### src/rtl/sram_burst_ctrl.sv
// Burst sequencer for a dual-port SRAM: packs an input word stream into pair writes,
// then replays the burst as word pairs on an output stream.
module sram_burst_ctrl #(
    parameter int SIZE       = 300,
    parameter int DATA_WIDTH = 32,
    parameter int ADDR_WIDTH = 10
) (
    input  logic                  clk,
    input  logic                  rst,
    input  logic                  start,
    input  logic [ADDR_WIDTH-1:0] cfg_base,
    input  logic [ADDR_WIDTH-1:0] cfg_len,
    output logic                  busy,
    output logic                  done,
    output logic                  err,
    input  logic                  in_valid,
    output logic                  in_ready,
    input  logic [DATA_WIDTH-1:0] in_data,
    output logic                  out_valid,
    input  logic                  out_ready,
    output logic [DATA_WIDTH-1:0] out_data1,
    output logic [DATA_WIDTH-1:0] out_data2,
    output logic                  out_two,
    output logic                  out_last,
    output logic                  mem_we,
    output logic [ADDR_WIDTH-1:0] mem_addr1,
    output logic [ADDR_WIDTH-1:0] mem_addr2,
    output logic [DATA_WIDTH-1:0] mem_din1,
    output logic [DATA_WIDTH-1:0] mem_din2,
    input  logic [DATA_WIDTH-1:0] mem_dout1,
    input  logic [DATA_WIDTH-1:0] mem_dout2
);

    localparam int CW = ADDR_WIDTH + 1;

    localparam logic [2:0] IDLE   = 3'd0;
    localparam logic [2:0] FILL_A = 3'd1;
    localparam logic [2:0] FILL_B = 3'd2;
    localparam logic [2:0] FLUSH  = 3'd3;
    localparam logic [2:0] DRAIN  = 3'd4;
    localparam logic [2:0] FIN    = 3'd5;

    logic [2:0]            state_q, state_d;
    logic [ADDR_WIDTH-1:0] base_q, base_d;
    logic [ADDR_WIDTH-1:0] len_q, len_d;
    logic [ADDR_WIDTH-1:0] k_q, k_d;
    logic [ADDR_WIDTH-1:0] r_q, r_d;
    logic [DATA_WIDTH-1:0] hold_q, hold_d;
    logic                  err_q, err_d;
    logic                  we_q, we_d;
    logic [ADDR_WIDTH-1:0] addr1_q, addr1_d;
    logic [ADDR_WIDTH-1:0] addr2_q, addr2_d;
    logic [DATA_WIDTH-1:0] din1_q, din1_d;
    logic [DATA_WIDTH-1:0] din2_q, din2_d;

    // Counts compared one bit wider so r+2 and base+len cannot overflow.
    logic [CW-1:0] len_ext, k_ext, r_ext, cfg_end;
    logic          in_hs, out_hs, drain, tail, last_pair;

    always_comb begin
        len_ext   = {1'b0, len_q};
        k_ext     = {1'b0, k_q};
        r_ext     = {1'b0, r_q};
        cfg_end   = {1'b0, cfg_base} + {1'b0, cfg_len};
        drain     = (state_q == DRAIN);
        tail      = ((r_ext + CW'(1)) >= len_ext);
        last_pair = ((r_ext + CW'(2)) >= len_ext);
        in_hs     = in_valid && in_ready;
        out_hs    = out_valid && out_ready;
    end

    always_comb begin
        state_d = state_q;
        base_d  = base_q;
        len_d   = len_q;
        k_d     = k_q;
        r_d     = r_q;
        hold_d  = hold_q;
        err_d   = err_q;
        we_d    = 1'b0;
        addr1_d = addr1_q;
        addr2_d = addr2_q;
        din1_d  = din1_q;
        din2_d  = din2_q;
        case (state_q)
            IDLE: begin
                if (start) begin
                    base_d = cfg_base;
                    len_d  = cfg_len;
                    k_d    = '0;
                    if (cfg_len == '0) begin
                        err_d   = 1'b0;
                        state_d = FIN;
                    end else if (cfg_end > CW'(SIZE)) begin
                        err_d   = 1'b1;
                        state_d = FIN;
                    end else begin
                        err_d   = 1'b0;
                        state_d = FILL_A;
                    end
                end
            end
            FILL_A: begin
                if (in_hs) begin
                    if ((k_ext + CW'(1)) == len_ext) begin
                        we_d    = 1'b1;
                        addr1_d = base_q + k_q;
                        addr2_d = base_q + k_q;
                        din1_d  = in_data;
                        din2_d  = in_data;
                        state_d = FLUSH;
                    end else begin
                        hold_d  = in_data;
                        state_d = FILL_B;
                    end
                end
            end
            FILL_B: begin
                if (in_hs) begin
                    we_d    = 1'b1;
                    addr1_d = base_q + k_q;
                    addr2_d = base_q + k_q + ADDR_WIDTH'(1);
                    din1_d  = hold_q;
                    din2_d  = in_data;
                    k_d     = k_q + ADDR_WIDTH'(2);
                    state_d = ((k_ext + CW'(2)) == len_ext) ? FLUSH : FILL_A;
                end
            end
            FLUSH: begin
                // Pre-load the first read pair so DRAIN sees data on its first cycle.
                r_d     = '0;
                addr1_d = base_q;
                addr2_d = (len_q == ADDR_WIDTH'(1)) ? base_q : base_q + ADDR_WIDTH'(1);
                state_d = DRAIN;
            end
            DRAIN: begin
                if (out_hs) begin
                    r_d = r_q + ADDR_WIDTH'(2);
                    if (last_pair) begin
                        state_d = FIN;
                    end else begin
                        addr1_d = base_q + r_q + ADDR_WIDTH'(2);
                        addr2_d = ((r_ext + CW'(3)) == len_ext) ? base_q + r_q + ADDR_WIDTH'(2)
                                                                : base_q + r_q + ADDR_WIDTH'(3);
                    end
                end
            end
            FIN: begin
                state_d = IDLE;
            end
            default: begin
                state_d = IDLE;
            end
        endcase
    end

    always_ff @(posedge clk or posedge rst) begin
        if (rst) begin
            state_q <= IDLE;
            base_q  <= '0;
            len_q   <= '0;
            k_q     <= '0;
            r_q     <= '0;
            hold_q  <= '0;
            err_q   <= 1'b0;
            we_q    <= 1'b0;
            addr1_q <= '0;
            addr2_q <= '0;
            din1_q  <= '0;
            din2_q  <= '0;
        end else begin
            state_q <= state_d;
            base_q  <= base_d;
            len_q   <= len_d;
            k_q     <= k_d;
            r_q     <= r_d;
            hold_q  <= hold_d;
            err_q   <= err_d;
            we_q    <= we_d;
            addr1_q <= addr1_d;
            addr2_q <= addr2_d;
            din1_q  <= din1_d;
            din2_q  <= din2_d;
        end
    end

    always_comb begin
        busy      = (state_q != IDLE);
        done      = (state_q == FIN);
        err       = done && err_q;
        in_ready  = (state_q == FILL_A) || (state_q == FILL_B);
        out_valid = drain;
        out_two   = drain && !tail;
        out_last  = drain && last_pair;
        out_data1 = drain ? mem_dout1 : '0;
        out_data2 = drain ? (tail ? mem_dout1 : mem_dout2) : '0;
        mem_we    = we_q;
        mem_addr1 = addr1_q;
        mem_addr2 = addr2_q;
        mem_din1  = din1_q;
        mem_din2  = din2_q;
    end

endmodule

### config.mk
export PLATFORM = sky130hd
export DESIGN_NAME = sram_burst_ctrl
export DESIGN_NICKNAME = d
export VERILOG_FILES = /design/src/rtl/sram_burst_ctrl.sv
export SDC_FILE = /design/constraint.sdc
export NUM_CORES = 1
export LEC_CHECK = 0
export BUFFER_PORTS_ARGS = -buffer_cell sky130_fd_sc_hd__clkbuf_2
export CORE_ASPECT_RATIO = 1.2
export CORE_MARGIN = 2
export CORE_UTILIZATION = 45
export DETAILED_ROUTE_END_ITERATION = 12
export HOLD_SLACK_MARGIN = 0.1
export PLACE_DENSITY_LB_ADDON = 0.3
export SYNTH_ARGS = -nofsm -noshare
export SYNTH_HDL_FRONTEND = slang
export SYNTH_SLANG_ARGS = --single-unit
### constraint.sdc
create_clock -name clk -period 6.9 [get_ports clk]
set_input_delay 1.38 -clock clk [delete_from_list [all_inputs] [get_ports clk]]
set_output_delay 1.38 -clock clk [all_outputs]
set_load 0.03 [all_outputs]
# Yosys cells after proc, flatten, opt, wreduce, memory -nomap -nowiden
# Cells that the tools add are included.
# word_totals
ff_bits	161
in_bits	121
out_inout_bits	156
elab_cells	109
# classes
add_sub_neg	14
order_cmp	3
n_eq_ne	16
muxes	42
bitwise_logic	1
n_reduce_logical	21
# op_table
operator	n
two-way mux 32 bit	7
two-way mux 10 bit	13
one-hot mux 32 bit (2 select lines)	2
one-hot mux 10 bit (4 select lines)	2
adder 10 x 2 -> 10 bit, second input constant	4
one-hot mux 10 bit (2 select lines)	2
adder 10 x 2 -> 11 bit, second input constant	3
== test 11 x 10 -> 1 bit	3
adder 10 x 1 -> 11 bit, second input constant	2
>= comparator 11 x 10 -> 1 bit	2
two-way mux 3 bit	7
adder 10 x 1 -> 10 bit, second input constant	2
adder 10 bit	2
one-hot mux 3 bit (5 select lines)	1
adder 10 x 10 -> 11 bit	1
> comparator 11 x 9 -> 1 bit, second input constant	1
== test 10 x 1 -> 1 bit, second input constant	1
zero test 10 bit	1
inequality test 2 bit, second input constant	5
== test 3 x 2 -> 1 bit, second input constant	2
== test 3 bit, second input constant	2
two-way mux 1 bit	6
AND reduction 3 bit	2
AND reduction 6 bit	1
15 further kinds	23

# Logic depth before layout (Yosys ltp)
# depth
word_depth	6
mapped_depth	14
mapped_depth_nobuf	13

# Least setup slack after synthesis
# Ideal clock, no wire load.
# synth_path
kind	flip-flop to output port
startpoint	register len_q[2]
endpoint	output port out_data2[22]
t_arrival_ns	2.936
required_time_ns	5.520
setup_slack_ns	2.584
stages_incl_launch_ff	14
path_buffers	2
cell_sequence	dfrtp_1 -> clkbuf_1 -> inv_1 -> ha_1 -> o21ai_0 -> nand2b_1 -> a21oi_1 -> nor2b_1 -> o21ai_0 -> a21oi_1 -> o41a_1 -> nor2_1 -> clkbuf_1 -> o22a_1
# synth_via
elab_chain_cells	3
# synth_rtl
element	line	text
start: declaration	45	logic [ADDR_WIDTH-1:0] len_q, len_d;
start signal: assignment	174	len_q <= len_d;
>= comparator 11 x 10 -> 1 bit	66	tail = ((r_ext + CW'(1)) >= len_ext);
two-way mux 32 bit (2 in series)	196	out_data2 = drain ? (tail ? mem_dout1 : mem_dout2) : '0;
end: declaration	22	output logic [DATA_WIDTH-1:0] out_data2,
# No other way between the ends.

# Worst setup path in the final report
# layout_path
startpoint	register state_q[0]
endpoint	output port out_data2[4]
# layout_via
elab_chain_cells	2
# layout_rtl
element	line	text
start: declaration	43	logic [2:0] state_q, state_d;
start signal: assignment	172	state_q <= state_d;
== test 3 bit	65	drain = (state_q == DRAIN);
two-way mux 32 bit	196	
# No other way between the ends.

==> impl_metrics.json <==
{
  "synth_cells": 1064,
  "r2r_start": "state_q[0]",
  "final-hold-violation-count": 0,
  "hold_path_end": "mem_addr1[9]",
  "worstHoldPathType": "register to register",
  "clock_sinks": 159,
  "seqPwrFrac": 0.266,
  "cp_common_cell": "nor2_2",
  "top_level_ports": 277,
  "setup_tns_ns": 0,
  "die_w_um": 141,
  "remaining_drc_errors": 0,
  "grt_max_degree": 98,
  "antenna_found_initial": 0,
  "worstSetupPathDepth": 5,
  "max-cap-violations": 0,
  "detail_route.wl_per_cell_um": 18.4,
  "multi_input_area_sq_um": 5770,
  "period_share": 0.801,
  "ys_warn_count": 0,
  "grt_first_pass_wirelength_um": 46300,
  "crit_chain": "nor2_2 > nand2_1 > nor2_2 > o22a_1 > clkbuf_2",
  "cp_max_fo": 35,
  "drive_gt1_frac": 0.311,
  "grt_pass1_vias": 8701,
  "tightest_slew_ns": 1.32,
  "place_inst": 1564,
  "synth_edf_count": 0,
  "required_ns": 5.52,
  "seq_area_frac_synth": 0.394,
  "start_util": 0.455,
  "routed_wl_um": 29300,
  "path_buf_inv": 1,
  "synthFlopType": "dfrtp_1",
  "n_antenna_cell": 0,
  "ctsResizeCount": 0,
  "placed_cell_area_sq_um": 11700,
  "slowest_delay_ns": 1.16,
  "cts_setup_buffers": 0,
  "yosys.area.top_type_share": 0.394,
  "pwr-share-comb": 0.583,
  "firstDrtPassIters": 5,
  "min_from": "mem_addr1[9]",
  "hold_depth": 2,
  "final_cells": 1596,
  "synth_seq_cells": 159,
  "synth_area_leaders": "dfrtp_1 (39%), mux2_2 (8.4%), ha_1 (6.6%)",
  "syn2layout_area_growth_pct": 21.7,
  "syn_area_per_cell_sq_um": 9.50,
  "die_height_um": 168,
  "cp_top_family": "simple AND/OR/NAND/NOR gates",
  "p_sw_frac": 0.503,
  "drtIter0Drc": 528,
  "outcome": "completed",
  "track_usage": 0.245,
  "gp_congestion": 0.932,
  "nFillCells": 2030,
  "vias": 9056,
  "grt_overflow": 0,
  "power_per_cell_area_nw_per_um2": 530,
  "num_rows": 60,
  "core_sq_um": 22200,
  "rr_endpoint": "mem_addr2[9]",
  "syn-num-nets": 1240,
  "setup_viol_count_final": 0,
  "clockRootBuffer": "clkbuf_16",
  "clkPwrFrac": 0.151,
  "numPortBuffers": 276,
  "dieArea_sq_um": 23700,
  "worst_path_max_delay_cell": "nor2_2",
  "stdcell_area_sq_um": 12300,
  "seq_area_sq_um": 3980,
  "ff2ff_setup_slack_ns": 2.15,
  "rsz0062_at_grt": "false",
  "maxSlewHeadroom": 0.121,
  "cts_tree": "done",
  "yosysUniqueCellTypes": 64,
  "clk_latency_ns": 0.43,
  "worstSetupPathType": "register to output pin",
  "hold_buffers": 0,
  "synthesis.area_sq_um": 10100,
  "worstPathArrival_ns": 4.15,
  "cp-end-kind": "output pin",
  "nNetsFinal": 1480,
  "htree_levels": 4,
  "timing.fmax_mhz": 181,
  "slew_viol_final": 0,
  "clockBufferDepth": 2,
  "cts.clk_slew.worst_paths_ns": 0.07,
  "period_needed_ns": 5.53,
  "p_switching_mw": 3.28,
  "finalClockSkew_ns": 0.0157,
  "vias_per_cell": 5.67,
  "cp-start-kind": "register",
  "ant_nets": 0,
  "p_leak_nw": 5.96,
  "synth-async-reset-ratio": 1.00,
  "cts_inserted_buffers": 17,
  "p_int_mw": 3.24,
  "worst_r2r_path_depth": 10,
  "ir_drop_uv": 324,
  "dp_hpwl_um": 22100,
  "yosysTopAreaCell": "dfrtp_1"
}
==> synthesized netlist by cell type, types with 11 or more instances <==
| cell type | instances |
|---|---|
| dfrtp_1 | 159 |
| nor2_1 | 92 |
| o21ai_0 | 76 |
| mux2_2 | 75 |
| nand2_1 | 75 |
| a21oi_1 | 71 |
| ha_1 | 53 |
| clkbuf_1 | 50 |
| xnor2_1 | 44 |
| and3_1 | 37 |
| xor2_1 | 37 |
| inv_1 | 36 |
| mux2i_1 | 33 |
| o22a_1 | 33 |
| nand3_1 | 25 |
| nor3_1 | 18 |
| buf_1 | 11 |
==> kinds of logic (layout without fill, tap and decap cells) <==
kind of cell	Yosys count	in the layout	share of synthesized area
xor gates and xnor gates	82	82	0.0724
and+or+nand+nor	305	305	0.147
adders and majority gates	55	55	0.0696
DFF	159	159	0.394
other	1	1	0.000371
muxes	111	111	0.121
buffers and inverters	100	353	0.0381
AOI/OAI and AO/OA	251	251	0.158
==> per-stage QoR <==
stage	total power, mW	hold slack, ns	utilization	setup WS [ns]
floorplan	4.45	0.479	-	1.23
global placement	5.44	0.463	0.526	2.11
detailed placement	5.52	0.473	0.526	1.92
CTS	6.53	0.491	0.554	1.46
global route	6.95	0.509	0.554	1.07
finish	6.52	0.483	0.554	1.37
==> worst reg2reg max path, stage by stage, from the launching register on <==
cell      delay (ns)
dfrtp_1         0.55
nor2_2          0.91
nand2_1         0.58
inv_1           0.79
nand2_1         0.60
a21oi_1         0.37
o21ai_2         0.09
buf_4           0.24
a221oi_1        0.25
o22ai_1         0.11
a21o_1          0.16
==> area by class of cell <==
class	instances	share of cell area
Multi-Input combinational cell	805	0.469
Sequential cell	159	0.323
Timing Repair Buffer	285	0.118
Clock buffer	17	0.0346
Tap cell	279	0.0284
Clock inverter	15	0.0157
Inverter	36	0.0114
==> flip-flops by register name (all words and copies together), names as in the netlist <==
signal / flops
base_q: 10
err_q: 1
hold_q: 32
k_q: 9
len_q: 10
mem_addr1: 10
mem_addr2: 10
mem_din1: 32
mem_din2: 32
mem_we: 1
r_q: 9
state_q: 3
==> how the worst max path moves through the flow <==
stage	startpoint	to
final	state_q[0]	out_data2[4]
after CTS	state_q[0]	out_data2[4]
after global placement	r_q[1]	out_data2[29]
after floorplan	rst	base_q[0]
after detailed placement	state_q[0]	out_data2[4]
after global routing	r_q[1]	out_data2[4]
==> power by group through the flow <==
| stage | Sequential (mW) | Combinational (mW) | Clock, mW |
|---|---|---|---|
| after floorplan | 2.10 | 2.36 | 0 |
| after global placement | 1.72 | 3.73 | 0 |
| after detailed placement | 1.75 | 3.78 | 0 |
| after CTS | 1.73 | 3.79 | 1.01 |
| after global routing | 1.79 | 4.12 | 1.04 |
| final | 1.73 | 3.80 | 0.983 |
==> layout by cell type, fill, tap and decap left out, types with 6 or more instances in the layout <==
master	synthesis	layout
o21ai_0	76	75
buf_4	0	9
ha_1	53	53
o211ai_1	7	7
clkbuf_16	0	17
clkbuf_2	0	276
nand3_1	25	25
nand2_1	75	75
or3_1	6	6
mux2i_1	33	33
nor2_1	92	87
a21oi_1	71	71
xnor2_1	44	44
o22a_1	33	33
nand4_1	10	10
inv_1	36	35
nor2b_1	9	9
nor4_1	7	7
xor2_1	37	37
dfrtp_1	159	159
a221oi_1	10	10
mux2_2	75	75
and3_1	37	37
nor3_1	18	18
==> metal layers <==
metal  part of all wire  routed length (um)  up-vias  track usage
met4              0.028                 813        0       0.0952
li1                   -                   -     4301            -
met5                  0                   0        -            0
met1               0.42               12400     4384        0.322
met2               0.48               14100      314        0.392
met3              0.070                2060       57       0.0600
(Power assumes the default switching activity.)
